==> src/rtl/multicycle_sequencer.sv <==
// multicycle_sequencer
// Control FSM for the multicycle ARM-subset core. Walks each instruction
// through FETCH/DECODE/EXEC/MEM/WB, owns the PC and NZCV flags, evaluates
// condition codes, forms branch targets and link values, and drives the
// regfile / memory strobes. All outputs are registered; strobes are
// computed from the next state so they line up with the state they belong to.
module multicycle_sequencer #(
    parameter int ADDR_W      = 32,
    parameter int REG_AW      = 4,
    parameter int PC_REG      = 15,
    parameter int LINK_REG    = 14,
    parameter int MEM_TIMEOUT = 15
) (
    input  logic              clk,
    input  logic              nreset,
    output logic              imem_req,
    input  logic              imem_ready,
    input  logic [31:0]       imem_rdata,
    output logic              dmem_req,
    output logic              dmem_we,
    input  logic              dmem_ready,
    input  logic [3:0]        alu_flags,
    input  logic [ADDR_W-1:0] wb_data,
    output logic [ADDR_W-1:0] pc,
    output logic [31:0]       ir,
    output logic              rf_re,
    output logic              rf_we,
    output logic [REG_AW-1:0] rf_waddr,
    output logic [1:0]        rf_wsel,
    output logic [ADDR_W-1:0] link_data,
    output logic [3:0]        flags,
    output logic [2:0]        state,
    output logic              retired,
    output logic              fault
);

    // Wait counter must be able to hold MEM_TIMEOUT-1 (the last legal wait count).
    localparam int CNT_W = (MEM_TIMEOUT < 2) ? 1 : $clog2(MEM_TIMEOUT + 1);
    localparam logic [CNT_W-1:0]  CNT_LAST = CNT_W'(MEM_TIMEOUT - 1);
    localparam logic [CNT_W-1:0]  CNT_ONE  = CNT_W'(1);

    localparam logic [REG_AW-1:0] PC_IDX   = REG_AW'(PC_REG);
    localparam logic [REG_AW-1:0] LINK_IDX = REG_AW'(LINK_REG);
    localparam logic [ADDR_W-1:0] PC_STEP  = ADDR_W'(32'd4);

    localparam logic [1:0] CLS_ALU = 2'b00;
    localparam logic [1:0] CLS_LS  = 2'b01;
    localparam logic [1:0] CLS_BR  = 2'b10;

    localparam logic [1:0] WSEL_ALU  = 2'd0;
    localparam logic [1:0] WSEL_MEM  = 2'd1;
    localparam logic [1:0] WSEL_LINK = 2'd2;

    typedef enum logic [2:0] {
        S_FETCH  = 3'd0,
        S_DECODE = 3'd1,
        S_EXEC   = 3'd2,
        S_MEM    = 3'd3,
        S_WB     = 3'd4,
        S_FAULT  = 3'd5
    } state_t;

    // Standard ARM condition evaluation on NZCV; 1111 never executes.
    function automatic logic cond_pass(input logic [3:0] cond, input logic [3:0] nzcv);
        logic n;
        logic z;
        logic c;
        logic v;
        logic ok;
        n = nzcv[3];
        z = nzcv[2];
        c = nzcv[1];
        v = nzcv[0];
        case (cond)
            4'h0:    ok = z;
            4'h1:    ok = ~z;
            4'h2:    ok = c;
            4'h3:    ok = ~c;
            4'h4:    ok = n;
            4'h5:    ok = ~n;
            4'h6:    ok = v;
            4'h7:    ok = ~v;
            4'h8:    ok = c & ~z;
            4'h9:    ok = ~c | z;
            4'hA:    ok = (n == v);
            4'hB:    ok = (n != v);
            4'hC:    ok = ~z & (n == v);
            4'hD:    ok = z | (n != v);
            4'hE:    ok = 1'b1;
            default: ok = 1'b0;
        endcase
        return ok;
    endfunction

    // Branch target: pc + 8 + sign-extended word offset, wrapping at 2^ADDR_W.
    function automatic logic [ADDR_W-1:0] branch_target(input logic [ADDR_W-1:0] base,
                                                        input logic [23:0] imm);
        logic [ADDR_W-1:0] off;
        off = {{(ADDR_W - 26){imm[23]}}, imm, 2'b00};
        return base + ADDR_W'(32'd8) + off;
    endfunction

    state_t            state_q,     state_d;
    logic [ADDR_W-1:0] pc_q,        pc_d;
    logic [31:0]       ir_q,        ir_d;
    logic [3:0]        flags_q,     flags_d;
    logic [CNT_W-1:0]  cnt_q,       cnt_d;
    logic              imem_req_q,  imem_req_d;
    logic              dmem_req_q,  dmem_req_d;
    logic              dmem_we_q,   dmem_we_d;
    logic              rf_re_q,     rf_re_d;
    logic              rf_we_q,     rf_we_d;
    logic [REG_AW-1:0] rf_waddr_q,  rf_waddr_d;
    logic [1:0]        rf_wsel_q,   rf_wsel_d;
    logic [ADDR_W-1:0] link_data_q, link_data_d;
    logic              retired_q,   retired_d;
    logic              fault_q,     fault_d;

    // Instruction fields of the latched instruction.
    logic [1:0]        cls_s;
    logic [REG_AW-1:0] rd_s;
    logic              s_bit_s;
    logic              is_load_s;
    logic              link_s;
    logic              no_wb_s;
    logic              rd_is_pc_s;
    logic              cond_ok_s;
    logic [ADDR_W-1:0] pc_inc_s;
    logic [ADDR_W-1:0] target_s;

    assign cls_s      = ir_q[27:26];
    assign rd_s       = REG_AW'(ir_q[15:12]);
    assign s_bit_s    = ir_q[20];
    assign is_load_s  = ir_q[20];
    assign link_s     = ir_q[24];
    assign no_wb_s    = (ir_q[24:23] == 2'b10);
    assign rd_is_pc_s = (rd_s == PC_IDX);
    assign cond_ok_s  = cond_pass(ir_q[31:28], flags_q);
    assign pc_inc_s   = pc_q + PC_STEP;
    assign target_s   = branch_target(pc_q, ir_q[23:0]);

    // Next-state, PC/flags/IR updates and handshake wait counting.
    always_comb begin
        state_d = state_q;
        pc_d    = pc_q;
        ir_d    = ir_q;
        flags_d = flags_q;
        cnt_d   = cnt_q;
        case (state_q)
            S_FETCH: begin
                // Request is registered, so the first cycle after reset has it low
                // and any ready is ignored there.
                if (imem_req_q) begin
                    if (imem_ready) begin
                        ir_d    = imem_rdata;
                        cnt_d   = '0;
                        state_d = S_DECODE;
                    end else if (cnt_q == CNT_LAST) begin
                        cnt_d   = '0;
                        state_d = S_FAULT;
                    end else begin
                        cnt_d   = cnt_q + CNT_ONE;
                    end
                end else begin
                    cnt_d = '0;
                end
            end
            S_DECODE: begin
                if (!cond_ok_s) begin
                    pc_d    = pc_inc_s;
                    state_d = S_FETCH;
                end else if (cls_s == 2'b11) begin
                    state_d = S_FAULT;
                end else begin
                    state_d = S_EXEC;
                end
            end
            S_EXEC: begin
                case (cls_s)
                    CLS_ALU: begin
                        if (s_bit_s) begin
                            flags_d = alu_flags;
                        end else begin
                            flags_d = flags_q;
                        end
                        if (no_wb_s) begin
                            pc_d    = pc_inc_s;
                            state_d = S_FETCH;
                        end else begin
                            state_d = S_WB;
                        end
                    end
                    CLS_BR: begin
                        pc_d    = target_s;
                        state_d = S_FETCH;
                    end
                    CLS_LS: begin
                        state_d = S_MEM;
                    end
                    default: begin
                        state_d = S_FAULT;
                    end
                endcase
            end
            S_MEM: begin
                if (dmem_req_q) begin
                    if (dmem_ready) begin
                        cnt_d = '0;
                        if (is_load_s) begin
                            state_d = S_WB;
                        end else begin
                            pc_d    = pc_inc_s;
                            state_d = S_FETCH;
                        end
                    end else if (cnt_q == CNT_LAST) begin
                        cnt_d   = '0;
                        state_d = S_FAULT;
                    end else begin
                        cnt_d   = cnt_q + CNT_ONE;
                    end
                end else begin
                    cnt_d = '0;
                end
            end
            S_WB: begin
                if (rd_is_pc_s) begin
                    pc_d = wb_data;
                end else begin
                    pc_d = pc_inc_s;
                end
                state_d = S_FETCH;
            end
            S_FAULT: begin
                state_d = S_FAULT;
            end
            default: begin
                state_d = S_FAULT;
            end
        endcase
    end

    // Registered strobes derived from the state being entered.
    always_comb begin
        imem_req_d  = (state_d == S_FETCH);
        dmem_req_d  = (state_d == S_MEM);
        dmem_we_d   = (state_d == S_MEM) & ~ir_d[20];
        rf_re_d     = (state_d == S_DECODE);
        fault_d     = (state_d == S_FAULT);
        retired_d   = (state_q != S_FETCH) && (state_d == S_FETCH);
        link_data_d = pc_d + PC_STEP;
        rf_we_d     = 1'b0;
        rf_waddr_d  = '0;
        rf_wsel_d   = WSEL_ALU;
        if (state_d == S_WB) begin
            rf_we_d    = ~rd_is_pc_s;
            rf_waddr_d = rd_s;
            rf_wsel_d  = is_load_s && (cls_s == CLS_LS) ? WSEL_MEM : WSEL_ALU;
        end else if ((state_d == S_EXEC) && (cls_s == CLS_BR) && link_s) begin
            rf_we_d    = 1'b1;
            rf_waddr_d = LINK_IDX;
            rf_wsel_d  = WSEL_LINK;
        end else begin
            rf_we_d    = 1'b0;
        end
    end

    // State, architectural registers and output flops with synchronous reset.
    always_ff @(posedge clk) begin
        if (!nreset) begin
            state_q     <= S_FETCH;
            pc_q        <= '0;
            ir_q        <= 32'h0000_0000;
            flags_q     <= 4'h0;
            cnt_q       <= '0;
            imem_req_q  <= 1'b0;
            dmem_req_q  <= 1'b0;
            dmem_we_q   <= 1'b0;
            rf_re_q     <= 1'b0;
            rf_we_q     <= 1'b0;
            rf_waddr_q  <= '0;
            rf_wsel_q   <= 2'd0;
            link_data_q <= '0;
            retired_q   <= 1'b0;
            fault_q     <= 1'b0;
        end else begin
            state_q     <= state_d;
            pc_q        <= pc_d;
            ir_q        <= ir_d;
            flags_q     <= flags_d;
            cnt_q       <= cnt_d;
            imem_req_q  <= imem_req_d;
            dmem_req_q  <= dmem_req_d;
            dmem_we_q   <= dmem_we_d;
            rf_re_q     <= rf_re_d;
            rf_we_q     <= rf_we_d;
            rf_waddr_q  <= rf_waddr_d;
            rf_wsel_q   <= rf_wsel_d;
            link_data_q <= link_data_d;
            retired_q   <= retired_d;
            fault_q     <= fault_d;
        end
    end

    assign imem_req  = imem_req_q;
    assign dmem_req  = dmem_req_q;
    assign dmem_we   = dmem_we_q;
    assign pc        = pc_q;
    assign ir        = ir_q;
    assign rf_re     = rf_re_q;
    assign rf_we     = rf_we_q;
    assign rf_waddr  = rf_waddr_q;
    assign rf_wsel   = rf_wsel_q;
    assign link_data = link_data_q;
    assign flags     = flags_q;
    assign state     = state_q;
    assign retired   = retired_q;
    assign fault     = fault_q;

endmodule

==> config.mk <==
export PLATFORM = sky130hd
export DESIGN_NAME = multicycle_sequencer
export DESIGN_NICKNAME = d
export VERILOG_FILES = /design/src/rtl/multicycle_sequencer.sv
export SDC_FILE = /design/constraint.sdc
export NUM_CORES = 1
export LEC_CHECK = 0
export ABC_AREA = 0
export CAP_MARGIN = 0
export CORE_ASPECT_RATIO = 1.75
export CORE_UTILIZATION = 52
export CTS_CLUSTER_DIAMETER = 30
export DETAILED_ROUTE_END_ITERATION = 10
export PLACE_DENSITY = 0.8
export REMOVE_ABC_BUFFERS = 1
export SLEW_MARGIN = 0
export SYNTH_ARGS = -nofsm -noshare
export SYNTH_HDL_FRONTEND = slang
export SYNTH_SLANG_ARGS = --single-unit
==> constraint.sdc <==
create_clock -name clk -period 6.2 [get_ports clk]
set_clock_uncertainty 0.1 [all_clocks]
set_input_delay 0.93 -clock clk [delete_from_list [all_inputs] [get_ports clk]]
set_output_delay 0.93 -clock clk [all_outputs]
set_load 0.005 [all_outputs]
==> reports/results.ini <==
[run_status]
status = complete, no violations

[drt]
drt_iter0_markers = 946
drtAntennaViolNets = 0
drc = 0
via_per_inst = 6.62
wl_um = 36600
vias = 10966
drtPass1Iterations = 6
wl_per_cell_um = 22.1

[synthesis]
syn_area_um2 = 9550
synth_edf_count = 0
yosysUniqueCellTypes = 97
synth_top_cell_by_area = dfxtp_1
netlist_instances = 1265
yosys-top-cells-area = dfxtp_1, ha_1, a21oi_1, nand2_1, o21ai_0
synth_area_per_cell_um2 = 7.55
synth_flop_cell = dfxtp_1
async_flop_share_pct = 0
synth.top_cell.area_share_pct = 24.7
ys_seq_area_share_pct = 24.7
yosys_warnings = 0
synth.most_common_cell = nand2_1
ys_ff_latch = 118
yosys-top-cells-count = nand2_1, dfxtp_1, a21oi_1, nor2_1, o21ai_0

[timing]
fmax_ghz = 0.203
rsz0062_at_grt = no
tns_ps = 0
finalSetupViolations = 0
fin_crit_ps = 4920
hold_viol = 0
timing.final.crit_share_pct = 79.3
maxSlewViolCount = 0
worstMarginPinSlew_ps = 1140
worst_slack_ps = 1280
maxSlewHeadroom_pct = 24.0

[power]
peakVddDrop_mv = 0.246
power_leakage_nw = 4.70
total_power_w = 0.00220
powerDensity_nw_per_um2 = 183

[setup_path]
arrival_ps = 5120
worstPathMaxFanout = 15
required_ps = 6400
endpoint_kind = flip-flop
crit_type = reg2reg
cp-start-kind = flip-flop

[cells_and_area]
fin_nets = 1543
drive_gt1_share_pct = 7.04
fin_area_um2 = 12100
synthToLayoutAreaGrowth_pct = 26.3
fillerInstances = 1564

[grt]
grt_use_total_pct = 38.5
grt_start_max_net_pins = 49
antenna_found_initial = 1
grt_pass1_vias = 10905
grt_overflow_total = 0
grt_first_pass_wirelength_um = 56400

[clock_tree]
cts-root-buf = clkbuf_16
clkSinkCount = 118
clockBufferDepth = 2
hold_buffers = 0
clkLatencyLatePin_ps = 430
ctsResizeCount = 0
cts_tree = yes
cts_setup_buffers = 0
cts.clk_slew.worst_paths_ps = 70
cts_buffers = 17
htreeDepth = 4

[placement]
dp_hpwl_um = 26800
dpl-instance-area_um2 = 11500
place.gp.congestion = 1.03
portBuffers = 187
pre_cts_slack_ps = 1370

[die]
core-area_um2 = 18000
die_h_um = 181
initial_utilization_pct = 53.1
placementRows = 65
die_w_um = 104
ios = 188
die-area_um2 = 18900

[worst_hold_path]
worstHoldPathType = reg2reg

[flow_run]
maxCapViolCount = 0

-- cell usage in the layout, fill, tap and decap left out, drive strengths merged, types with 7 or more instances in the layout --
| cell type | instances |
|---|---|
| mux2i | 15 |
| o31ai | 8 |
| o21ai | 82 |
| nor2 | 99 |
| nand3b | 8 |
| inv | 43 |
| nand2 | 147 |
| nor2b | 8 |
| nor4 | 19 |
| a211oi | 14 |
| dfxtp | 118 |
| and3 | 24 |
| ha | 61 |
| clkdlybuf4s50 | 187 |
| nand4 | 28 |
| a21o | 22 |
| nand2b | 7 |
| nor3 | 36 |
| or3 | 14 |
| clkbuf | 17 |
| a31oi | 20 |
| xnor2 | 25 |
| nand3 | 47 |
| and2 | 27 |
| o211ai | 27 |
| clkinvlp | 7 |
| a22oi | 13 |
| and4 | 9 |
| xor2 | 19 |
| o22ai | 7 |
| buf | 25 |
| o21a | 7 |
| a21oi | 116 |
-- metrics by stage --
stage | utilization [%] | instances | hold WS, ps
2_1_floorplan | - | 1178 | 353
3_3_place_gp | 64.1 | 1624 | 343
3_5_place_dp | 64.1 | 1624 | 352
4_1_cts | 67.1 | 1655 | 361
5_1_grt | 67.1 | 1655 | 384
6_report | 67.1 | 1656 | 356
-- cell families (layout without fill, tap and decap cells) --
kind of cell	Yosys count	in the layout	share of synthesized area, %
simple gates	498	498	27.2
xor+xnor	44	44	4.04
buf+inv	126	282	5.66
mux	21	21	2.32
flops	118	118	24.7
fa+ha+maj	62	62	8.21
compound gates	396	396	27.8
other cells	0	1	0
-- worst max-delay path, cell delays in order (launching register included) --
cell and delay [ps]:
dfxtp_1 460, inv_1 130, ha_1 300, inv_1 60
ha_1 180, inv_1 80, fa_1 410, nand2b_1 220
a21o_1 210, a2111oi_2 380, a211oi_1 180, o31ai_1 450
xor2_1 180, o21ai_0 180, o211ai_1 280, nand3_4 260
nor4_1 370, mux2_1 360
-- power breakdown --
part | internal, W | switching (W)
clock network | 0.000510 | 0.000421
logic | 0.000199 | 0.000245
registers | 0.000788 | 0.0000416
-- per-layer routing --
metal | vias to the layer above | GRT usage, % | wire length, um | share of wire (%)
li1 | 4978 | - | - | -
met1 | 5097 | 37.9 | 12200 | 33
met4 | 0 | 34.6 | 3300 | 9.0
met3 | 230 | 6.85 | 2730 | 7.5
met5 | - | 0 | 0 | 0
met2 | 661 | 68.0 | 18300 | 50
-- worst paths after layout --
path / from / slack, ps / cells after the start / end
worst max register to register: pc[3] / 1280 / 17 / link_data[25]
worst max-delay path: pc[3] / 1280 / 17 / link_data[25]
worst min register to register: ir[25] / 360 / 2 / ir[25]
worst min-delay path: ir[25] / 360 / 2 / ir[25]
-- cell type report --
type / count / area, um^2 / area share, %
Sequential cell: 118 / 2360 / 19.6
Multi-Input combinational cell: 1021 / 6670 / 55.3
Timing Repair Buffer: 212 / 2060 / 17.1
Clock buffer: 17 / 425 / 3.53
Antenna cell: 1 / 2.50 / 0.0207
Clock inverter: 14 / 103 / 0.851
Tap cell: 234 / 293 / 2.43
Inverter: 39 / 146 / 1.21
-- state kept, by name (all words and copies together) (netlist names), named ones only --
signal,cells
state,3
flags,4
retired,1
cnt_q,4
rf_we,1
ir,32
rf_re,1
rf_wsel,2
rf_waddr,4
link_data,30
dmem_req,1
fault,1
pc,30
imem_req,1
dmem_we,1
Note: power is estimated with default switching activity, not from simulation.
